<file path="config.mk">
export PLATFORM = sky130hd
export DESIGN_NAME = fetch_stage
export DESIGN_NICKNAME = d
export VERILOG_FILES = /design/src/rtl/fetch_pkg.sv /design/src/rtl/if_id_reg.sv /design/src/rtl/fetch_stage.sv
export SDC_FILE = /design/constraint.sdc
export NUM_CORES = 1
export LEC_CHECK = 0
export CAP_MARGIN = 15
export CORE_UTILIZATION = 49
export DETAILED_ROUTE_END_ITERATION = 12
export PLACE_DENSITY = 0.79
export SLEW_MARGIN = 5
export SYNTH_ARGS = -nofsm -noshare
export SYNTH_HDL_FRONTEND = slang
export SYNTH_SLANG_ARGS = --single-unit
</file>
<file path="constraint.sdc">
create_clock -name clk -period 5.85 [get_ports clk]
set_input_delay 1.755 -clock clk [delete_from_list [all_inputs] [get_ports clk]]
set_output_delay 1.755 -clock clk [all_outputs]
set_load 0.05 [all_outputs]
</file>
<file path="src/rtl/fetch_pkg.sv">
// Shared types and constants for the instruction-fetch stage.
//   fetch_state_e : fetch FSM state (request / holding a stalled response / draining a squashed fetch)
//   OP_MSB/OP_LSB : opcode field of the instruction that feeds the Control decoder
//   PC_INC        : sequential PC step in bytes
package fetch_pkg;

   localparam int unsigned ADDR_W_DEF  = 64;
   localparam int unsigned INSTR_W_DEF = 32;
   localparam int unsigned OP_MSB      = 31;
   localparam int unsigned OP_LSB      = 21;
   localparam int unsigned OP_W        = OP_MSB - OP_LSB + 1;
   localparam int unsigned PC_INC      = 4;

   typedef enum logic [1:0] {
      S_REQ   = 2'd0,
      S_HOLD  = 2'd1,
      S_DRAIN = 2'd2
   } fetch_state_e;

endpackage

</file>
<file path="src/rtl/if_id_reg.sv">
// IF/ID pipeline register: load / hold / flush of {valid, pc, instr}.
//   clk, reset  : clock, synchronous active-high reset (clears all fields)
//   load        : capture pc_in/instr_in and mark valid
//   flush       : invalidate (wins over load); pc/instr keep their last values
//   valid/pc_out/instr_out : registered contents
module if_id_reg #(
   parameter int unsigned ADDR_W  = 64,
   parameter int unsigned INSTR_W = 32
) (
   input  logic               clk,
   input  logic               reset,
   input  logic               load,
   input  logic               flush,
   input  logic [ADDR_W-1:0]  pc_in,
   input  logic [INSTR_W-1:0] instr_in,
   output logic               valid,
   output logic [ADDR_W-1:0]  pc_out,
   output logic [INSTR_W-1:0] instr_out
);

   logic               valid_q, valid_d;
   logic [ADDR_W-1:0]  pc_q, pc_d;
   logic [INSTR_W-1:0] instr_q, instr_d;

   // Next contents: flush beats load, otherwise hold.
   always_comb begin
      valid_d = valid_q;
      pc_d    = pc_q;
      instr_d = instr_q;
      if (flush) begin
         valid_d = 1'b0;
      end else if (load) begin
         valid_d = 1'b1;
         pc_d    = pc_in;
         instr_d = instr_in;
      end
   end

   always_ff @(posedge clk) begin
      if (reset) begin
         valid_q <= 1'b0;
         pc_q    <= '0;
         instr_q <= '0;
      end else begin
         valid_q <= valid_d;
         pc_q    <= pc_d;
         instr_q <= instr_d;
      end
   end

   assign valid     = valid_q;
   assign pc_out    = pc_q;
   assign instr_out = instr_q;

endmodule

</file>
<file path="src/rtl/fetch_stage.sv">
// Instruction-fetch stage: owns the PC, issues instruction-memory requests and
// drives the IF/ID register. Handles hazard stalls and branch redirects.
//   imem_req/imem_addr         : fetch request, address stable while req is high
//   imem_rdata/imem_valid      : response, one-cycle strobe
//   stall                      : hold IF/ID (load-use hazard)
//   redirect/redirect_target   : taken branch, flushes IF/ID and restarts fetch
//   if_id_valid/pc/instr/op    : IF/ID contents, op = instr[31:21] to Control
//   pc                         : current fetch PC (debug)
module fetch_stage
   import fetch_pkg::*;
#(
   parameter int unsigned      ADDR_W   = ADDR_W_DEF,
   parameter int unsigned      INSTR_W  = INSTR_W_DEF,
   parameter logic [ADDR_W-1:0] RESET_PC = '0
) (
   input  logic               clk,
   input  logic               reset,
   output logic               imem_req,
   output logic [ADDR_W-1:0]  imem_addr,
   input  logic [INSTR_W-1:0] imem_rdata,
   input  logic               imem_valid,
   input  logic               stall,
   input  logic               redirect,
   input  logic [ADDR_W-1:0]  redirect_target,
   output logic               if_id_valid,
   output logic [ADDR_W-1:0]  if_id_pc,
   output logic [INSTR_W-1:0] if_id_instr,
   output logic [OP_W-1:0]    if_id_op,
   output logic [ADDR_W-1:0]  pc
);

   fetch_state_e       state_q, state_d;
   logic [ADDR_W-1:0]  pc_q, pc_d;
   logic [ADDR_W-1:0]  drain_addr_q, drain_addr_d;
   logic [ADDR_W-1:0]  hold_pc_q, hold_pc_d;
   logic [INSTR_W-1:0] hold_instr_q, hold_instr_d;

   logic               ifid_load, ifid_flush;
   logic [ADDR_W-1:0]  ifid_pc_in;
   logic [INSTR_W-1:0] ifid_instr_in;
   logic [ADDR_W-1:0]  redirect_pc;

   // Branch targets are word aligned; low two bits are forced to zero.
   assign redirect_pc = redirect_target & ~ADDR_W'(2'b11);

   // Next-state and IF/ID control. Redirect has priority over everything, including stall.
   always_comb begin
      state_d       = state_q;
      pc_d          = pc_q;
      drain_addr_d  = drain_addr_q;
      hold_pc_d     = hold_pc_q;
      hold_instr_d  = hold_instr_q;
      ifid_load     = 1'b0;
      ifid_flush    = 1'b0;
      ifid_pc_in    = pc_q;
      ifid_instr_in = imem_rdata;

      if (redirect) begin
         ifid_flush = 1'b1;
         pc_d       = redirect_pc;
         case (state_q)
            S_REQ: begin
               // A request still in flight must be absorbed before refetching.
               if (!imem_valid) begin
                  state_d      = S_DRAIN;
                  drain_addr_d = pc_q;
               end
            end
            S_HOLD: begin
               state_d      = S_REQ;
               hold_pc_d    = '0;
               hold_instr_d = '0;
            end
            default: ;  // S_DRAIN: keep draining, newest target already in pc_d
         endcase
      end else begin
         case (state_q)
            S_REQ: begin
               if (imem_valid) begin
                  pc_d = pc_q + ADDR_W'(PC_INC);
                  if (stall) begin
                     hold_pc_d    = pc_q;
                     hold_instr_d = imem_rdata;
                     state_d      = S_HOLD;
                  end else begin
                     ifid_load = 1'b1;
                  end
               end else if (!stall) begin
                  ifid_flush = 1'b1;  // wait state: insert a bubble
               end
            end
            S_HOLD: begin
               if (!stall) begin
                  ifid_load     = 1'b1;
                  ifid_pc_in    = hold_pc_q;
                  ifid_instr_in = hold_instr_q;
                  hold_pc_d     = '0;
                  hold_instr_d  = '0;
                  state_d       = S_REQ;
               end
            end
            S_DRAIN: begin
               if (imem_valid) begin
                  state_d = S_REQ;  // squashed data discarded; pc already holds the target
               end
            end
            default: state_d = S_REQ;
         endcase
      end
   end

   always_ff @(posedge clk) begin
      if (reset) begin
         state_q      <= S_REQ;
         pc_q         <= RESET_PC;
         drain_addr_q <= '0;
         hold_pc_q    <= '0;
         hold_instr_q <= '0;
      end else begin
         state_q      <= state_d;
         pc_q         <= pc_d;
         drain_addr_q <= drain_addr_d;
         hold_pc_q    <= hold_pc_d;
         hold_instr_q <= hold_instr_d;
      end
   end

   // Request depends on state only (plus reset, which must drop it in the reset cycle).
   assign imem_req  = !reset && (state_q != S_HOLD);
   assign imem_addr = (state_q == S_DRAIN) ? drain_addr_q : pc_q;
   assign pc        = pc_q;

   if_id_reg #(
      .ADDR_W  (ADDR_W),
      .INSTR_W (INSTR_W)
   ) u_if_id (
      .clk       (clk),
      .reset     (reset),
      .load      (ifid_load),
      .flush     (ifid_flush),
      .pc_in     (ifid_pc_in),
      .instr_in  (ifid_instr_in),
      .valid     (if_id_valid),
      .pc_out    (if_id_pc),
      .instr_out (if_id_instr)
   );

   assign if_id_op = if_id_instr[OP_MSB:OP_LSB];

endmodule
</file>
==> report_table.html <==
<table>
<tr><th>Metric</th><th>Value</th></tr>
<tr><th colspan="2">Outcome</th></tr>
<tr><td>Status</td><td>finished, final reports clean</td></tr>
<tr><th colspan="2">STA</th></tr>
<tr><td>Total Neg Setup Slack</td><td>0 ps</td></tr>
<tr><td>Unrepaired setup endpoints after global routing</td><td>no</td></tr>
<tr><td>Fin crit period</td><td>5090 ps</td></tr>
<tr><td>Setup-failing EPs final</td><td>0</td></tr>
<tr><td>Worst slew pin tran</td><td>1160 ps</td></tr>
<tr><td>Final Hold Violating Endpoints</td><td>0</td></tr>
<tr><td>Final clock period utilization by the worst path</td><td>87.0%</td></tr>
<tr><td>Maximum achievable frequency</td><td>196 MHz</td></tr>
<tr><td>Fin Hold WS</td><td>455 ps</td></tr>
<tr><td>Clock tree skew after final layout</td><td>22.0 ps</td></tr>
<tr><td>Relative slew slack</td><td>22.8%</td></tr>
<tr><td>Count of final max-slew check failures</td><td>0</td></tr>
<tr><td>Worst path setup slack after routing</td><td>759 ps</td></tr>
<tr><th colspan="2">Critical path</th></tr>
<tr><td>Worst setup path start</td><td>state_q[1]</td></tr>
<tr><td>Data arrival time of the critical path</td><td>3340 ps</td></tr>
<tr><td>Worst Path Class, Setup</td><td>reg2out</td></tr>
<tr><td>Number of cells traversed by the worst register-to-register path</td><td>5</td></tr>
<tr><td>Critical path fanouts, max</td><td>21</td></tr>
<tr><td>End point of the critical path</td><td>imem_addr[9]</td></tr>
<tr><td>R2R setup slack</td><td>2670 ps</td></tr>
<tr><td>WP data required</td><td>4090 ps</td></tr>
<tr><td>Critical path capture point type</td><td>primary output</td></tr>
<tr><td>CP startpoint kind</td><td>flip-flop</td></tr>
<tr><td>Startpoint of the lowest-slack register-to-register path</td><td>pc[34]</td></tr>
<tr><td>Worst flop-to-flop path endpoint</td><td>pc[62]</td></tr>
<tr><th colspan="2">Synth</th></tr>
<tr><td>Area share of the largest cell type after synthesis</td><td>43.9%</td></tr>
<tr><td>Ys Warns</td><td>0</td></tr>
<tr><td>Count of mapped cells out of synthesis</td><td>1696</td></tr>
<tr><td>Flops &amp; latches, synth</td><td>319</td></tr>
<tr><td>Number of unique standard cell types used by synthesis</td><td>63</td></tr>
<tr><td>Share of synthesized flip-flops with an asynchronous set or reset</td><td>0%</td></tr>
<tr><td>Cells taking the most area after synthesis</td><td>sky130_fd_sc_hd__dfxtp_1 (44%), sky130_fd_sc_hd__mux2i_1 (7.0%), sky130_fd_sc_hd__nor2_1 (6.1%)</td></tr>
<tr><td>Sequential area share after synthesis</td><td>43.9%</td></tr>
<tr><td>Leading area contributor after synthesis</td><td>sky130_fd_sc_hd__dfxtp_1</td></tr>
<tr><td>Count of flip-flops with a built-in enable after synthesis</td><td>0</td></tr>
<tr><td>Cell area after technology mapping</td><td>14500 um2</td></tr>
<tr><td>Mean instance size in the synthesized netlist</td><td>8.58 um2</td></tr>
<tr><td>Top_reg_cell synth</td><td>sky130_fd_sc_hd__dfxtp_1</td></tr>
<tr><th colspan="2">Hold path</th></tr>
<tr><td>Worst min-delay path category</td><td>reg2reg</td></tr>
<tr><td>Launch point of the worst hold path</td><td>drain_addr_q[20]</td></tr>
<tr><th colspan="2">Power and ir drop</th></tr>
<tr><td>Cell Pwr Density</td><td>300 nW/um2</td></tr>
<tr><td>Leakage power total</td><td>0.00625 uW</td></tr>
<tr><td>Highest ir drop seen on vdd</td><td>0.245 mV</td></tr>
<tr><th colspan="2">Global routing</th></tr>
<tr><td>Maximum number of pins on one net before global-route repair</td><td>193</td></tr>
<tr><td>Total GRT Usage</td><td>28.9%</td></tr>
<tr><td>Number of global-route vias before repair</td><td>12658</td></tr>
<tr><td>Global-route wire length before repair</td><td>70600 um</td></tr>
<tr><td>Antenna violations before repair</td><td>8</td></tr>
<tr><td>Remaining global-route overflow</td><td>0</td></tr>
<tr><th colspan="2">Placement</th></tr>
<tr><td>HPWL after detailed placement</td><td>29100 um</td></tr>
<tr><td>RD Place Congestion</td><td>0.908</td></tr>
<tr><td>Dpl ws</td><td>1120 ps</td></tr>
<tr><td>Input/output buffers</td><td>331</td></tr>
<tr><th colspan="2">Floorplanning</th></tr>
<tr><td>Core Box Area</td><td>28900 um2</td></tr>
<tr><td>Die width</td><td>174 um</td></tr>
<tr><td>Effective utilization at floorplan</td><td>50.3%</td></tr>
<tr><td>Number of top-level pins</td><td>338</td></tr>
<tr><td>Die span in y</td><td>174 um</td></tr>
<tr><td>Floorplan row count</td><td>62</td></tr>
<tr><td>Area of the die</td><td>30400 um2</td></tr>
<tr><th colspan="2">CTS</th></tr>
<tr><td>Post-CTS setup buffer count</td><td>0</td></tr>
<tr><td>Buffer levels on the longest clock path</td><td>3</td></tr>
<tr><td>Clock root buffer</td><td>sky130_fd_sc_hd__clkbuf_16</td></tr>
<tr><td>Post-cts hold buffer count</td><td>0</td></tr>
<tr><td>Clock tree from TritonCTS</td><td>yes</td></tr>
<tr><td>Clock transition at the registers of the reported paths</td><td>60 ps</td></tr>
<tr><td>TritonCTS buffer count</td><td>35</td></tr>
<tr><td>Number of cells upsized or downsized after cts</td><td>0</td></tr>
<tr><td>Clock insertion delay at the later pin of the skew report</td><td>520 ps</td></tr>
<tr><td>Level count of the clock H-tree</td><td>2</td></tr>
<tr><td>Total clock sinks</td><td>319</td></tr>
<tr><th colspan="2">Detailed routing</th></tr>
<tr><td>Count of vias placed by the detailed router</td><td>13646</td></tr>
<tr><td>Pre-antenna DRT Iters</td><td>6</td></tr>
<tr><td>WL per Instance</td><td>19.6 um</td></tr>
<tr><td>DRC</td><td>0</td></tr>
<tr><td>First-iteration detailed-routing DRC count</td><td>1271</td></tr>
<tr><td>Routed WL</td><td>45200 um</td></tr>
<tr><td>Number of nets with antenna violations after detailed routing</td><td>0</td></tr>
<tr><td>Number of vias per cell after detailed routing</td><td>5.92</td></tr>
<tr><th colspan="2">Final layout</th></tr>
<tr><td>Fillers</td><td>2355</td></tr>
<tr><td>Fin util</td><td>65.6%</td></tr>
<tr><td>Total Nets Final</td><td>1990</td></tr>
<tr><td>Area Overhead vs Synth</td><td>30.5%</td></tr>
<tr><td>Share of cells above drive strength 1</td><td>7.78%</td></tr>
<tr><th colspan="2">Flow run</th></tr>
<tr><td>Number of maximum-capacitance violations</td><td>0</td></tr>
</table>
## Yosys cell counts (9+ instances only)
master / count
sky130_fd_sc_hd__nor4_1: 13
sky130_fd_sc_hd__nand4_1: 43
sky130_fd_sc_hd__and3_1: 17
sky130_fd_sc_hd__a21oi_1: 82
sky130_fd_sc_hd__or3_1: 16
sky130_fd_sc_hd__dfxtp_1: 319
sky130_fd_sc_hd__buf_2: 19
sky130_fd_sc_hd__clkbuf_1: 144
sky130_fd_sc_hd__and4_1: 18
sky130_fd_sc_hd__a31oi_1: 13
sky130_fd_sc_hd__a311oi_1: 10
sky130_fd_sc_hd__mux2i_1: 102
sky130_fd_sc_hd__o21ai_0: 15
sky130_fd_sc_hd__o211ai_1: 14
sky130_fd_sc_hd__a22oi_1: 98
sky130_fd_sc_hd__nor3_1: 16
sky130_fd_sc_hd__a211oi_1: 103
sky130_fd_sc_hd__and2_1: 10
sky130_fd_sc_hd__buf_1: 13
sky130_fd_sc_hd__nor2_1: 238
sky130_fd_sc_hd__buf_4: 16
sky130_fd_sc_hd__inv_1: 9
sky130_fd_sc_hd__or4_1: 15
sky130_fd_sc_hd__mux2_2: 58
sky130_fd_sc_hd__nand2_1: 189
sky130_fd_sc_hd__nand3_1: 31
## logic make-up after synthesis
| kind of cell | count (synthesis) | share of synthesized area (%) |
|---|---|---|
| muxes | 160 | 11.5 |
| DFF | 319 | 43.9 |
| xor gates and xnor gates | 14 | 0.843 |
| adders and majority gates | 1 | 0.0860 |
| AOI/OAI and AO/OA | 363 | 17.3 |
| and+or+nand+nor | 634 | 20.5 |
| buffers and inverters | 204 | 5.94 |
| other | 1 | 0.0258 |
## critical path: stages, from the launching register on
cell                              delay (ps)
sky130_fd_sc_hd__dfxtp_1                 530
sky130_fd_sc_hd__inv_1                   220
sky130_fd_sc_hd__nor2_4                  620
sky130_fd_sc_hd__buf_4                   360
sky130_fd_sc_hd__mux2_2                  370
sky130_fd_sc_hd__clkdlybuf4s50_1         730
## stage by stage
| stage | power (uW) | instance area (um2) | std cells |
|---|---|---|---|
| floorplan | 3050 | 14600 | 1699 |
| global placement | 3390 | 17700 | 2235 |
| detailed placement | 3400 | 17700 | 2235 |
| CTS | 5730 | 19000 | 2298 |
| global route | 5890 | 19000 | 2303 |
| finish | 5710 | 19000 | 2305 |
## how the worst min path moves through the flow
stage,slack [ps],endpoint,cells after the start
finish,450,drain_addr_q[20],2
floorplan,430,drain_addr_q[10],2
global route,470,drain_addr_q[33],2
global placement,440,drain_addr_q[56],2
detailed placement,440,drain_addr_q[27],2
CTS,450,drain_addr_q[27],2
## sequential cells by signal, summed over array words and instances, names as in the netlist
name / flops
hold_pc_q: 64
u_if_id.pc_out: 64
drain_addr_q: 62
pc: 62
hold_instr_q: 32
u_if_id.instr_out: 32
state_q: 2
u_if_id.valid: 1
## where the power goes
| part | leakage [uW] | internal [uW] | switching (uW) |
|---|---|---|---|
| clock | 0.000610 | 1450 | 898 |
| sequential | 0.00260 | 2260 | 122 |
| combinational | 0.00304 | 347 | 629 |
## cells in the final DEF, fill, tap and decap left out, types with 11 or more instances in the layout
| cell type | n |
|---|---|
| sky130_fd_sc_hd__nor4_1 | 11 |
| sky130_fd_sc_hd__nor3_1 | 16 |
| sky130_fd_sc_hd__o21ai_0 | 15 |
| sky130_fd_sc_hd__nand4_1 | 43 |
| sky130_fd_sc_hd__a211oi_1 | 103 |
| sky130_fd_sc_hd__mux2_2 | 58 |
| sky130_fd_sc_hd__mux2i_1 | 102 |
| sky130_fd_sc_hd__clkbuf_16 | 37 |
| sky130_fd_sc_hd__a22oi_1 | 98 |
| sky130_fd_sc_hd__and4_1 | 18 |
| sky130_fd_sc_hd__a21oi_1 | 82 |
| sky130_fd_sc_hd__clkdlybuf4s50_1 | 329 |
| sky130_fd_sc_hd__nor2_1 | 237 |
| sky130_fd_sc_hd__and3_1 | 15 |
| sky130_fd_sc_hd__buf_4 | 11 |
| sky130_fd_sc_hd__or3_1 | 16 |
| sky130_fd_sc_hd__or4_1 | 14 |
| sky130_fd_sc_hd__dfxtp_1 | 319 |
| sky130_fd_sc_hd__o211ai_1 | 14 |
| sky130_fd_sc_hd__a31oi_1 | 13 |
| sky130_fd_sc_hd__nand2_1 | 189 |
| sky130_fd_sc_hd__nand3_1 | 31 |
## layer usage
layer	track usage (%)	part of all wire (%)	routed length [um]	vias up
met3	6.61	8.2	3700	100
met5	0	0.029	13	-
met4	11.6	3.4	1540	2
met2	45.9	47	21100	563
li1	-	-	-	6476
met1	37.6	42	18800	6505
## cell type report
cell class | instances | area [um2] | share of cell area, %
clock buffer | 52 | 1070 | 5.65
inverter | 10 | 37.5 | 0.198
multi-input combinational | 1176 | 7360 | 38.7
tap | 384 | 480 | 2.53
antenna | 7 | 17.5 | 0.0922
timing repair buffer | 346 | 3480 | 18.3
sequential | 319 | 6390 | 33.6
clock inverter | 11 | 164 | 0.863
Note: power is estimated with default switching activity, not from simulation.
